### config.mk
export PLATFORM = sky130hd
export DESIGN_NAME = manchester_spi_rx
export DESIGN_NICKNAME = d
export VERILOG_FILES = /design/src/rtl/manchester_spi_pkg.sv /design/src/rtl/manchester_rx_fifo.sv /design/src/rtl/manchester_spi_rx.sv
export SDC_FILE = /design/constraint.sdc
export NUM_CORES = 1
export LEC_CHECK = 0
export CELL_PAD_IN_SITES_DETAIL_PLACEMENT = 0
export CELL_PAD_IN_SITES_GLOBAL_PLACEMENT = 1
export CORE_MARGIN = 2
export CORE_UTILIZATION = 50
export CTS_BUF_LIST = sky130_fd_sc_hd__clkbuf_8
export CTS_CLUSTER_DIAMETER = 30
export CTS_CLUSTER_SIZE = 10
export DETAILED_ROUTE_END_ITERATION = 12
export DONT_BUFFER_PORTS = 1
export PLACE_DENSITY_LB_ADDON = 0.12
export SKIP_LAST_GASP = 1
export SYNTH_ARGS = -nofsm -noshare
export SYNTH_HDL_FRONTEND = slang
export SYNTH_HIERARCHICAL = 1
export SYNTH_SLANG_ARGS = --single-unit
### constraint.sdc
create_clock -name clk -period 1.7 [get_ports clk]
set_input_delay 0.17 -clock clk [delete_from_list [all_inputs] [get_ports clk]]
set_output_delay 0.17 -clock clk [all_outputs]
set_load 0.005 [all_outputs]
### src/rtl/manchester_spi_pkg.sv
// Shared definitions for the Manchester SPI link (receiver and transmitter).
package manchester_spi_pkg;

  typedef enum logic [1:0] {
    IDLE = 2'd0,
    H0   = 2'd1,
    H1   = 2'd2
  } rx_state_t;

  localparam logic [1:0]  SYM_ONE    = 2'b10;
  localparam logic [1:0]  SYM_ZERO   = 2'b01;
  localparam int unsigned DEF_DATA_W = 8;

endpackage

### src/rtl/manchester_rx_fifo.sv
// First-word-fall-through output FIFO for the Manchester SPI receiver.
module manchester_rx_fifo #(
  parameter int unsigned DATA_W     = 8,
  parameter int unsigned FIFO_DEPTH = 4
) (
  input  logic              clk,
  input  logic              rst,
  input  logic              push,
  input  logic [DATA_W-1:0] push_data,
  input  logic              pop,
  output logic              full,
  output logic [DATA_W-1:0] rd_data,
  output logic              valid
);

  localparam int unsigned AW = $clog2(FIFO_DEPTH);

  logic [DATA_W-1:0] mem [FIFO_DEPTH];
  logic [AW:0]       wr_ptr;
  logic [AW:0]       rd_ptr;
  logic              empty;
  logic              do_pop;
  logic              do_push;

  assign empty   = (wr_ptr == rd_ptr);
  assign full    = (wr_ptr[AW] != rd_ptr[AW]) && (wr_ptr[AW-1:0] == rd_ptr[AW-1:0]);
  assign valid   = ~empty;
  assign rd_data = mem[rd_ptr[AW-1:0]];
  assign do_pop  = pop & ~empty;
  // A pop in the same cycle frees the slot the push lands in.
  assign do_push = push & (~full | do_pop);

  always_ff @(posedge clk) begin
    if (!rst) begin
      wr_ptr <= '0;
      rd_ptr <= '0;
      for (int unsigned i = 0; i < FIFO_DEPTH; i++) mem[i] <= '0;
    end else begin
      if (do_push) begin
        mem[wr_ptr[AW-1:0]] <= push_data;
        wr_ptr              <= wr_ptr + 1'b1;
      end
      if (do_pop) rd_ptr <= rd_ptr + 1'b1;
    end
  end

endmodule

### src/rtl/manchester_spi_rx.sv
// Manchester SPI link receiver: synchronize, decode half-bit symbols, assemble LSB-first bytes.
// Define RX_FIFO_EN to buffer bytes in a FIFO_DEPTH-entry FIFO instead of a single register.
module manchester_spi_rx
  import manchester_spi_pkg::*;
#(
  parameter int unsigned SYNC_STAGES = 2,
  parameter int unsigned DATA_W      = DEF_DATA_W,
  parameter int unsigned FIFO_DEPTH  = 4
) (
  input  logic              clk,
  input  logic              rst,
  input  logic              spi_clk,
  input  logic              spi_en,
  input  logic              spi_data,
  output logic [DATA_W-1:0] rx_data,
  output logic              rx_valid,
  input  logic              rx_ready,
  output logic              rx_busy,
  output logic              err_code,
  output logic              err_frame,
  output logic              overrun
);

  localparam int unsigned CNT_W = $clog2(DATA_W);
  localparam logic [CNT_W-1:0] LAST_BIT = CNT_W'(DATA_W - 1);

  logic [SYNC_STAGES-1:0] clk_sync, en_sync, data_sync;
  logic                   sclk_d;
  logic                   sync_clk, sync_en, sync_data, sclk_rise;

  rx_state_t         state, state_n;
  logic [CNT_W-1:0]  bit_cnt, bit_cnt_n;
  logic [DATA_W-1:0] shreg, shreg_n, push_data;
  logic              half0, half0_n;
  logic              push, code_err, frame_err;
  logic              pop, store_full;
  logic [1:0]        sym;

  assign sync_clk  = clk_sync[SYNC_STAGES-1];
  assign sync_en   = en_sync[SYNC_STAGES-1];
  assign sync_data = data_sync[SYNC_STAGES-1];
  assign sclk_rise = sync_clk & ~sclk_d;

  always_ff @(posedge clk) begin
    if (!rst) begin
      clk_sync  <= '0;
      en_sync   <= '0;
      data_sync <= '0;
      sclk_d    <= 1'b0;
    end else begin
      clk_sync  <= {clk_sync[SYNC_STAGES-2:0], spi_clk};
      en_sync   <= {en_sync[SYNC_STAGES-2:0], spi_en};
      data_sync <= {data_sync[SYNC_STAGES-2:0], spi_data};
      sclk_d    <= sync_clk;
    end
  end

  always_ff @(posedge clk) begin
    if (!rst) begin
      state   <= IDLE;
      bit_cnt <= '0;
      shreg   <= '0;
      half0   <= 1'b0;
    end else begin
      state   <= state_n;
      bit_cnt <= bit_cnt_n;
      shreg   <= shreg_n;
      half0   <= half0_n;
    end
  end

  assign sym       = {half0, sync_data};
  assign push_data = {(sym == SYM_ONE), shreg[DATA_W-1:1]};

  always_comb begin
    state_n   = state;
    bit_cnt_n = bit_cnt;
    shreg_n   = shreg;
    half0_n   = half0;
    push      = 1'b0;
    code_err  = 1'b0;
    frame_err = 1'b0;
    if (sclk_rise) begin
      unique case (state)
        IDLE: begin
          if (sync_en) begin
            half0_n = sync_data;
            state_n = H1;
          end
        end
        H0: begin
          if (sync_en) begin
            half0_n = sync_data;
            state_n = H1;
          end else begin
            frame_err = (bit_cnt != '0);
            bit_cnt_n = '0;
            state_n   = IDLE;
          end
        end
        H1: begin
          state_n = H0;
          if (sym == SYM_ONE || sym == SYM_ZERO) begin
            shreg_n = push_data;
            if (bit_cnt == LAST_BIT) begin
              push      = 1'b1;
              bit_cnt_n = '0;
            end else begin
              bit_cnt_n = bit_cnt + CNT_W'(1);
            end
          end else begin
            code_err  = 1'b1;
            bit_cnt_n = '0;
          end
        end
        default: state_n = IDLE;
      endcase
    end
  end

  assign pop     = rx_valid & rx_ready;
  assign rx_busy = (state != IDLE);

`ifdef RX_FIFO_EN
  manchester_rx_fifo #(
    .DATA_W    (DATA_W),
    .FIFO_DEPTH(FIFO_DEPTH)
  ) u_fifo (
    .clk      (clk),
    .rst      (rst),
    .push     (push),
    .push_data(push_data),
    .pop      (pop),
    .full     (store_full),
    .rd_data  (rx_data),
    .valid    (rx_valid)
  );
`else
  always_ff @(posedge clk) begin
    if (!rst) begin
      rx_data  <= '0;
      rx_valid <= 1'b0;
    end else if (push && (!rx_valid || pop)) begin
      rx_data  <= push_data;
      rx_valid <= 1'b1;
    end else if (pop) begin
      rx_valid <= 1'b0;
    end
  end

  assign store_full = rx_valid;
`endif

  always_ff @(posedge clk) begin
    if (!rst) begin
      err_code  <= 1'b0;
      err_frame <= 1'b0;
      overrun   <= 1'b0;
    end else begin
      err_code  <= code_err;
      err_frame <= frame_err;
      overrun   <= push & store_full & ~pop;
    end
  end

endmodule
==> After elaboration in Yosys (flattened, before gate mapping) <==
Index checks and enable logic that the tools add are counted.
{ "classes": {"n_addsub": 1, "eq_ne": 7, "muxes": 14, "bitwise_logic": 9, "n_reduce_logical": 16} }
{ "ops": {"columns": ["operator", "n"], "rows": [
  ["AND reduction 3 bit", 4],
  ["2-to-1 mux 3 bit", 3],
  ["2-to-1 mux 1 bit", 7],
  ["one-hot mux 2 bit (3 select lines)", 1],
  ["one-hot mux 3 bit (2 select lines)", 1],
  ["nonzero test 2 bit", 3],
  ["inverter 1 bit", 5],
  ["AND 1 bit", 4],
  ["== test 2 x 1 -> 1 bit, second input constant", 2],
  ["== test 2 bit, second input constant", 2],
  ["2-to-1 mux 2 bit", 2],
  ["!= test 2 bit, second input constant", 2],
  ["OR reduction 4 bit", 1],
  ["adder 3 x 1 -> 3 bit, second input constant", 1],
  ["== test 3 bit, second input constant", 1],
  ["nonzero test 3 bit", 1],
  ["zero test 2 bit", 1],
  ["logical OR 1 bit", 2],
  ["AND reduction 2 bit", 1],
  ["OR reduction 2 bit", 1],
  ["logical AND 1 bit", 1],
  ["zero test 1 bit", 1]
]} }
{ "word_totals": {"reg_bits": 33, "in_bits": 6, "out_inout_bits": 13} }

==> Depth between registers and ports, before layout <==
Gate-level depths: netlist of run 1.
{ "logic_depth": {"word_depth": 7, "depth_mapped": 5} }

==> Least setup slack after synthesis of run 1 <==
No wires, ideal clock.
{ "synth_path": {"path_kind": "register to register", "start": "register data_sync[1]", "end": "register shreg[1]", "setup_ps": 72, "t_arrival_ps": 1266, "setup_slack_ps": 362, "stages_incl_launch_ff": 5, "n_path_buf": 0, "period_less_slack_ps": 1338, "path_cell_list": "dfxtp_1 > inv_1 > ha_1 > nor3_4 > mux2i_1"} }
{ "synth_via": {"elab_chain_len": 3, "elab_cells_between_ends": 4, "cone_classes": "eq/ne (2); reduce/logical (2)"} }
{ "synth_rtl": {"columns": ["element", "line_no", "text"], "rows": [
  ["start, declared", "manchester_spi_rx.sv:27", "logic [SYNC_STAGES-1:0] clk_sync, en_sync, data_sync;"],
  ["start signal, assigned", "manchester_spi_rx.sv:53", "data_sync <= {data_sync[SYNC_STAGES-2:0], spi_data};"],
  ["== test 2 bit / == test 2 x 1 -> 1 bit (equally long branches)", "manchester_spi_rx.sv:103", "if (sym == SYM_ONE || sym == SYM_ZERO) begin"],
  ["logical OR 1 bit (*)", "manchester_spi_rx.sv:103", null],
  ["AND reduction 3 bit (no source line) (*)", null, null],
  ["end signal, assigned", "manchester_spi_rx.sv:67", "shreg <= shreg_n;"],
  ["end, declared", "manchester_spi_rx.sv:33", "logic [DATA_W-1:0] shreg, shreg_n, push_data;"]
]} }
Every way passes the cells marked *; elsewhere a longest branch is shown, timed or not.
A chain may end at the register's enable or synchronous reset.

==> Worst setup path in the final report of run 1 <==
{ "layout_path": {"start": "register data_sync[1]", "end": "register shreg[2]"} }
Same word-level chain as after synthesis.

==> impl_metrics.toml, run 1 <==
[status]
outcome = "completed"

[floorplan]
rows = 18
boundaryPins = 19
die_w_microns = 53.7
die_h_microns = 53.7
design.die.area_sq_um = 2890
core_sq_um = 2410
start_util_pct = 51.3

[layout]
drive_gt1_share_pct = 10.5
postLayoutCoreUtil_pct = 55.9
nets = 133
multi_input_area_sq_um = 538
ff_latch_area_sq_um = 641
nFillCells = 217
syn_to_final_growth_pct = 9.01
antenna_cells = 0

[synth]
syn_area_sq_um = 1240
synth_cells = 119
synth_warnings = 6
yosysTopAreaCell = "dfxtp_1"
ys_seq_area_share_pct = 51.8
ys_ff_latch = 32
synthFlopType = "dfxtp_1"
synth_edf_count = 0
yosysUniqueCellTypes = 24
synthDominantCellAreaShare_pct = 51.8
synth_fp_nets = 129
synth.most_common_cell = "dfxtp_1"
synth_common_cells = "32 x dfxtp_1, 17 x nand2_1, 16 x mux2i_1"
avgSynthCellArea_sq_um = 10.4
synthArstFlopShare_pct = 0
synth.area.top_cells = "dfxtp_1 52%, mux2i_1 13%, nand2_1 5.2%"

[worst_hold_path]
min_from = "rst"
holdPathStages = 1
hp-class = "in2reg"
hold_end = "data_sync[1]"

[sta]
fmax_ghz = 0.678
skew_ps = 4.15
finalCritPeriodShare_pct = 86.8
setup_viol = 0
rsz0062_at_grt = "no"
finalHoldViolations = 0
slew_viol_final = 0
worst_slew_pin_slew_ps = 466
setup_ws_ps = 225
fin_tns_setup_ps = 0
relSlewSlack_pct = 68.8
period_needed_ps = 1470

[setup_path]
cp_num_cells = 4
crit_chain = "inv_1 -> ha_1 -> nor3_4 -> mux2i_1"
criticalPathCategory = "reg2reg"
critPathCaptureType = "register"
crit_path_max_incr_delay_ps = 460
crit_fanout = 7
cpLargestDelayFamily = "simple AND/OR/NAND/NOR gates"
timing.rr.end = "shreg[2]"
crit_path_start_kind = "register"
cp.required_ps = 1900
slowest_stage = "nor3_4"
worstReg2RegStart = "data_sync[1]"
reg2reg_depth = 4
rrSetupSlack_ps = 230
arrival_ps = 1680
crit_buf_inv = 1

[detailed_routing]
wl_per_cell_microns = 12.4
vias = 796
drt-vias-per-instance = 5.17
wl_met3_microns = 103
dr.pass1.iters = 2
m1WireLength_microns = 915
routed-wl-met2_microns = 878
drtIter0Drc = 5
wl_mm = 1.92
antenna_left = 0
drc = 0
topRoutingLayerUsed = "met4"

[job]
drv_cap = 0

[clock_tree]
cts.sinks = 32
path_clk_slew_ps = 60
cts_resized = 0
cts_tree = "built"
htree_levels = 2
cts_buffers = 5
hold_buffers = 0
insertion_delay_ps = 270
clk_path_buf_depth = 2
clockRootBuffer = "clkbuf_8"
post_cts_buffers = 0

[grt]
grt_overflow = 0
grt_first_pass_wirelength_mm = 3.25
grt_pass1_vias = 697
grt_antenna_before_repair = 0
grt_max_degree = 32
grt_usage_pct = 16.8

[place]
dpl.hpwl_mm = 1.31
gp_congestion = 0.678
portBuffers = 0
place_ws_ps = 229

[pwr]
clockPowerShare_pct = 42.1
p_leak_nw = 0.561
p_sw_mw = 0.266
swShare_pct = 19.7
power_frac_comb_pct = 1.5
p_seq_share_pct = 56.4
vdd_ir_drop_max_mv = 0.671
power.density_nw_per_um2 = 1000
p_int_mw = 1.08
power_mw = 1.35
cell families (layout without fill, tap and decap cells):
kind of cell | after synthesis | after routing | share of synthesized area [%]
AOI/OAI and AO/OA | 6 | 6 | 3.64
adders and majority gates | 4 | 4 | 4.05
buffers and inverters | 13 | 18 | 4.66
DFF | 32 | 32 | 51.8
muxes | 16 | 16 | 13.0
and+or+nand+nor | 48 | 48 | 22.9
power by group through the flow:
stage	clock network, mW	registers, mW	logic [mW]
2_1_floorplan	0	0.776	0.0262
3_3_place_gp	0	0.777	0.0205
3_5_place_dp	0	0.777	0.0207
4_1_cts	0.587	0.761	0.0208
5_1_grt	0.632	0.761	0.0228
6_report	0.569	0.761	0.0205
metal layers:
metal | track usage (%) | vias up
met5 | 0 | -
met4 | 8.97 | 0
met3 | 8.33 | 2
met2 | 22.8 | 16
met1 | 21.4 | 365
li1 | - | 413
worst reg2reg max path, stage by stage, from the launching register on:
cell	delay, ps
dfxtp_1	320
inv_1	40
ha_1	350
nor3_4	460
mux2i_1	230
registers in the layout, summed over array words and instances, names as in the netlist:
register	cells
rx_data	8
shreg	7
bit_cnt	3
clk_sync	2
data_sync	2
en_sync	2
state	2
err_code	1
err_frame	1
half0	1
overrun	1
rx_valid	1
sclk_d	1
cells in the final DEF, fill, tap and decap left out, drive strengths merged:
master   netlist  layout
and4bb         2       2
or2            1       1
nand4          5       5
mux2i         16      16
and2           7       7
nor2b          1       1
inv            9      11
nand2b         3       3
a2111oi        1       1
nor4           1       1
nand2         17      17
nor3           2       2
ha             4       4
a21oi          3       3
clkbuf         2       6
buf            2       1
nand3          5       5
dfxtp         32      32
o211ai         2       2
or3b           1       1
nor2           3       3
how the worst max path moves through the flow:
stage	start	endpoint
after global routing	data_sync[1]	shreg[7]
after CTS	data_sync[1]	shreg[2]
after global placement	data_sync[1]	shreg[2]
after detailed placement	data_sync[1]	shreg[2]
final	data_sync[1]	shreg[2]
after floorplan	data_sync[1]	shreg[1]
area by class of cell:
| cell class | instances | area share, % |
|---|---|---|
| Clock buffer | 6 | 6.13 |
| Clock inverter | 2 | 0.557 |
| Inverter | 9 | 2.51 |
| Multi-Input combinational cell | 74 | 39.9 |
| Sequential cell | 32 | 47.5 |
| Tap cell | 30 | 2.79 |
| Timing Repair Buffer | 1 | 0.557 |
metrics by stage:
stage,instance area (sq um),instances,hold slack [ps]
after global routing,1350,154,0.673
after CTS,1350,154,8.01
after detailed placement,1260,146,297
after global placement,1260,146,295
final,1350,154,19.0
after floorplan,1240,119,297
Power figures use the tool's default switching activity.
==> inputs of run 2 (changes only) <==
--- a/config.mk
+++ b/config.mk
@@ -14,6 +14,7 @@
 export CTS_CLUSTER_SIZE = 10
 export DETAILED_ROUTE_END_ITERATION = 12
 export DONT_BUFFER_PORTS = 1
+export MAX_ROUTING_LAYER = met4
 export PLACE_DENSITY_LB_ADDON = 0.12
 export SKIP_LAST_GASP = 1
 export SYNTH_ARGS = -nofsm -noshare
==> impl_metrics.toml, run 2 (synthesized netlist as in run 1, its figures left out) <==
[grt]
grt_overflow = 0
top_usage_layer = "met2"
grt_usage_pct = 17.3
grt_antenna_before_repair = 0
grt_use_met3_pct = 8.33
grt_max_degree = 32
grt_pass1_vias = 696
grt_util_met2_pct = 22.4
grt_first_pass_wirelength_mm = 3.25
use_met1_pct = 21.9

[job]
drv_cap = 0

[place]
post_dp_cell_area_sq_um = 1260
dp.cells = 146
dpl.hpwl_mm = 1.31
portBuffers = 0
gp_congestion = 0.685

[detailed_routing]
drtIter0Drc = 5
wl_mm = 1.92
wl_per_cell_microns = 12.5
dr.pass1.iters = 2
drc = 0
vias = 794
antenna_left = 0
drt-vias-per-instance = 5.16

[floorplan]
die_h_microns = 53.7
die_w_microns = 53.7
rows = 18
boundaryPins = 19
core_sq_um = 2410
design.die.area_sq_um = 2890
start_util_pct = 51.3

[sta]
period_needed_ps = 1470
fin_tns_setup_ps = 0
rsz0062_at_grt = "no"
slew_viol_final = 0
setup_viol = 0
whs_ps = 18.9
relSlewSlack_pct = 69.1
fmax_ghz = 0.680
worst_slew_pin_slew_ps = 463
skew_ps = 4.14
finalCritPeriodShare_pct = 86.5
finalHoldViolations = 0

[pwr]
p_leak_nw = 0.561
vdd_ir_drop_max_mv = 0.672
p_sw_mw = 0.266
power.density_nw_per_um2 = 1000
clockPowerShare_pct = 42.1
p_int_mw = 1.08
swShare_pct = 19.7
p_seq_share_pct = 56.4
power_frac_comb_pct = 1.5

[setup_path]
crit_fanout = 7
timing.rr.end = "shreg[2]"
criticalPathCategory = "reg2reg"
cp.required_ps = 1900
arrival_ps = 1680
crit_path_start_kind = "register"
critPathCaptureType = "register"
worstReg2RegStart = "data_sync[1]"
rrSetupSlack_ps = 230
reg2reg_depth = 4

[clock_tree]
path_clk_slew_ps = 60
hold_buffers = 0
cts_tree = "built"
insertion_delay_ps = 270
clk_path_buf_depth = 2
htree_levels = 2
clockRootBuffer = "clkbuf_8"
cts_resized = 0
post_cts_buffers = 0
cts.sinks = 32
cts_buffers = 5

[layout]
regMostFlops = "rx_data"
nets = 133
final_cell_mix = "32 x dfxtp_1, 17 x nand2_1, 16 x mux2i_1"
largestRegisters = "rx_data: 8 flops, shreg: 7 flops, bit_cnt: 3 flops"
syn_to_final_growth_pct = 9.01
largest_reg_flops = 8
final_common_cell = "dfxtp_1"
antenna_cells = 0
final_cell_area_sq_um = 1350
final_cells = 154
drive_gt1_share_pct = 10.5
postLayoutCoreUtil_pct = 55.9

[worst_hold_path]
hold_end = "data_sync[1]"
hp-class = "in2reg"
holdPathStages = 1
min_from = "rst"

[status]
outcome = "completed"
[run 2: cell counts in the layout (fill, tap and decap cells not counted)]
Identical to the previous run, type by type.
[run 2: worst max-delay path by stage]
| stage | startpoint | endpoint | cells past startpoint |
|---|---|---|---|
| detailed placement | data_sync[1] | shreg[2] | 4 |
| CTS | data_sync[1] | shreg[2] | 4 |
| floorplan | data_sync[1] | shreg[1] | 4 |
| finish | data_sync[1] | shreg[2] | 4 |
| global route | data_sync[1] | shreg[7] | 4 |
| global placement | data_sync[1] | shreg[2] | 4 |
[run 2: critical path, cell delays in order, from the launching register on]
cell,delay [ps]
dfxtp_1,320
inv_1,40
ha_1,350
nor3_4,450
mux2i_1,230
[run 2: per-stage QoR]
stage | power (mW) | setup slack (ps)
finish | 1.35 | 229
global route | 1.42 | 141
CTS | 1.37 | 211
detailed placement | 0.798 | 229
global placement | 0.798 | 287
floorplan | 0.803 | 362
[run 2: layout make-up]
class                           count  area [sq um]
Timing Repair Buffer                1          7.51
Fill cell                         217          1060
Inverter                            9          33.8
Multi-Input combinational cell     74           538
Clock buffer                        6          82.6
Tap cell                           30          37.5
Sequential cell                    32           641
Clock inverter                      2          7.51
[run 2: power groups by stage]
stage | clock network (mW) | logic, mW | registers (mW)
after floorplan | 0 | 0.0262 | 0.776
after global placement | 0 | 0.0205 | 0.777
after detailed placement | 0 | 0.0207 | 0.777
after CTS | 0.587 | 0.0208 | 0.761
after global routing | 0.632 | 0.0228 | 0.761
final | 0.569 | 0.0205 | 0.761
[run 2: layer usage]
layer	up-vias	routed length (microns)
met5	-	0
met1	364	933
li1	412	-
met2	16	869
met4	0	17
met3	2	99
==> inputs of run 3 (changes only) <==
--- a/config.mk
+++ b/config.mk
@@ -17,6 +17,7 @@
 export MAX_ROUTING_LAYER = met4
 export PLACE_DENSITY_LB_ADDON = 0.12
 export SKIP_LAST_GASP = 1
+export SLEW_MARGIN = 20
 export SYNTH_ARGS = -nofsm -noshare
 export SYNTH_HDL_FRONTEND = slang
 export SYNTH_HIERARCHICAL = 1
==> results of run 3 <==
The final DEF is identical to that of run 2; final timing and power are the same.
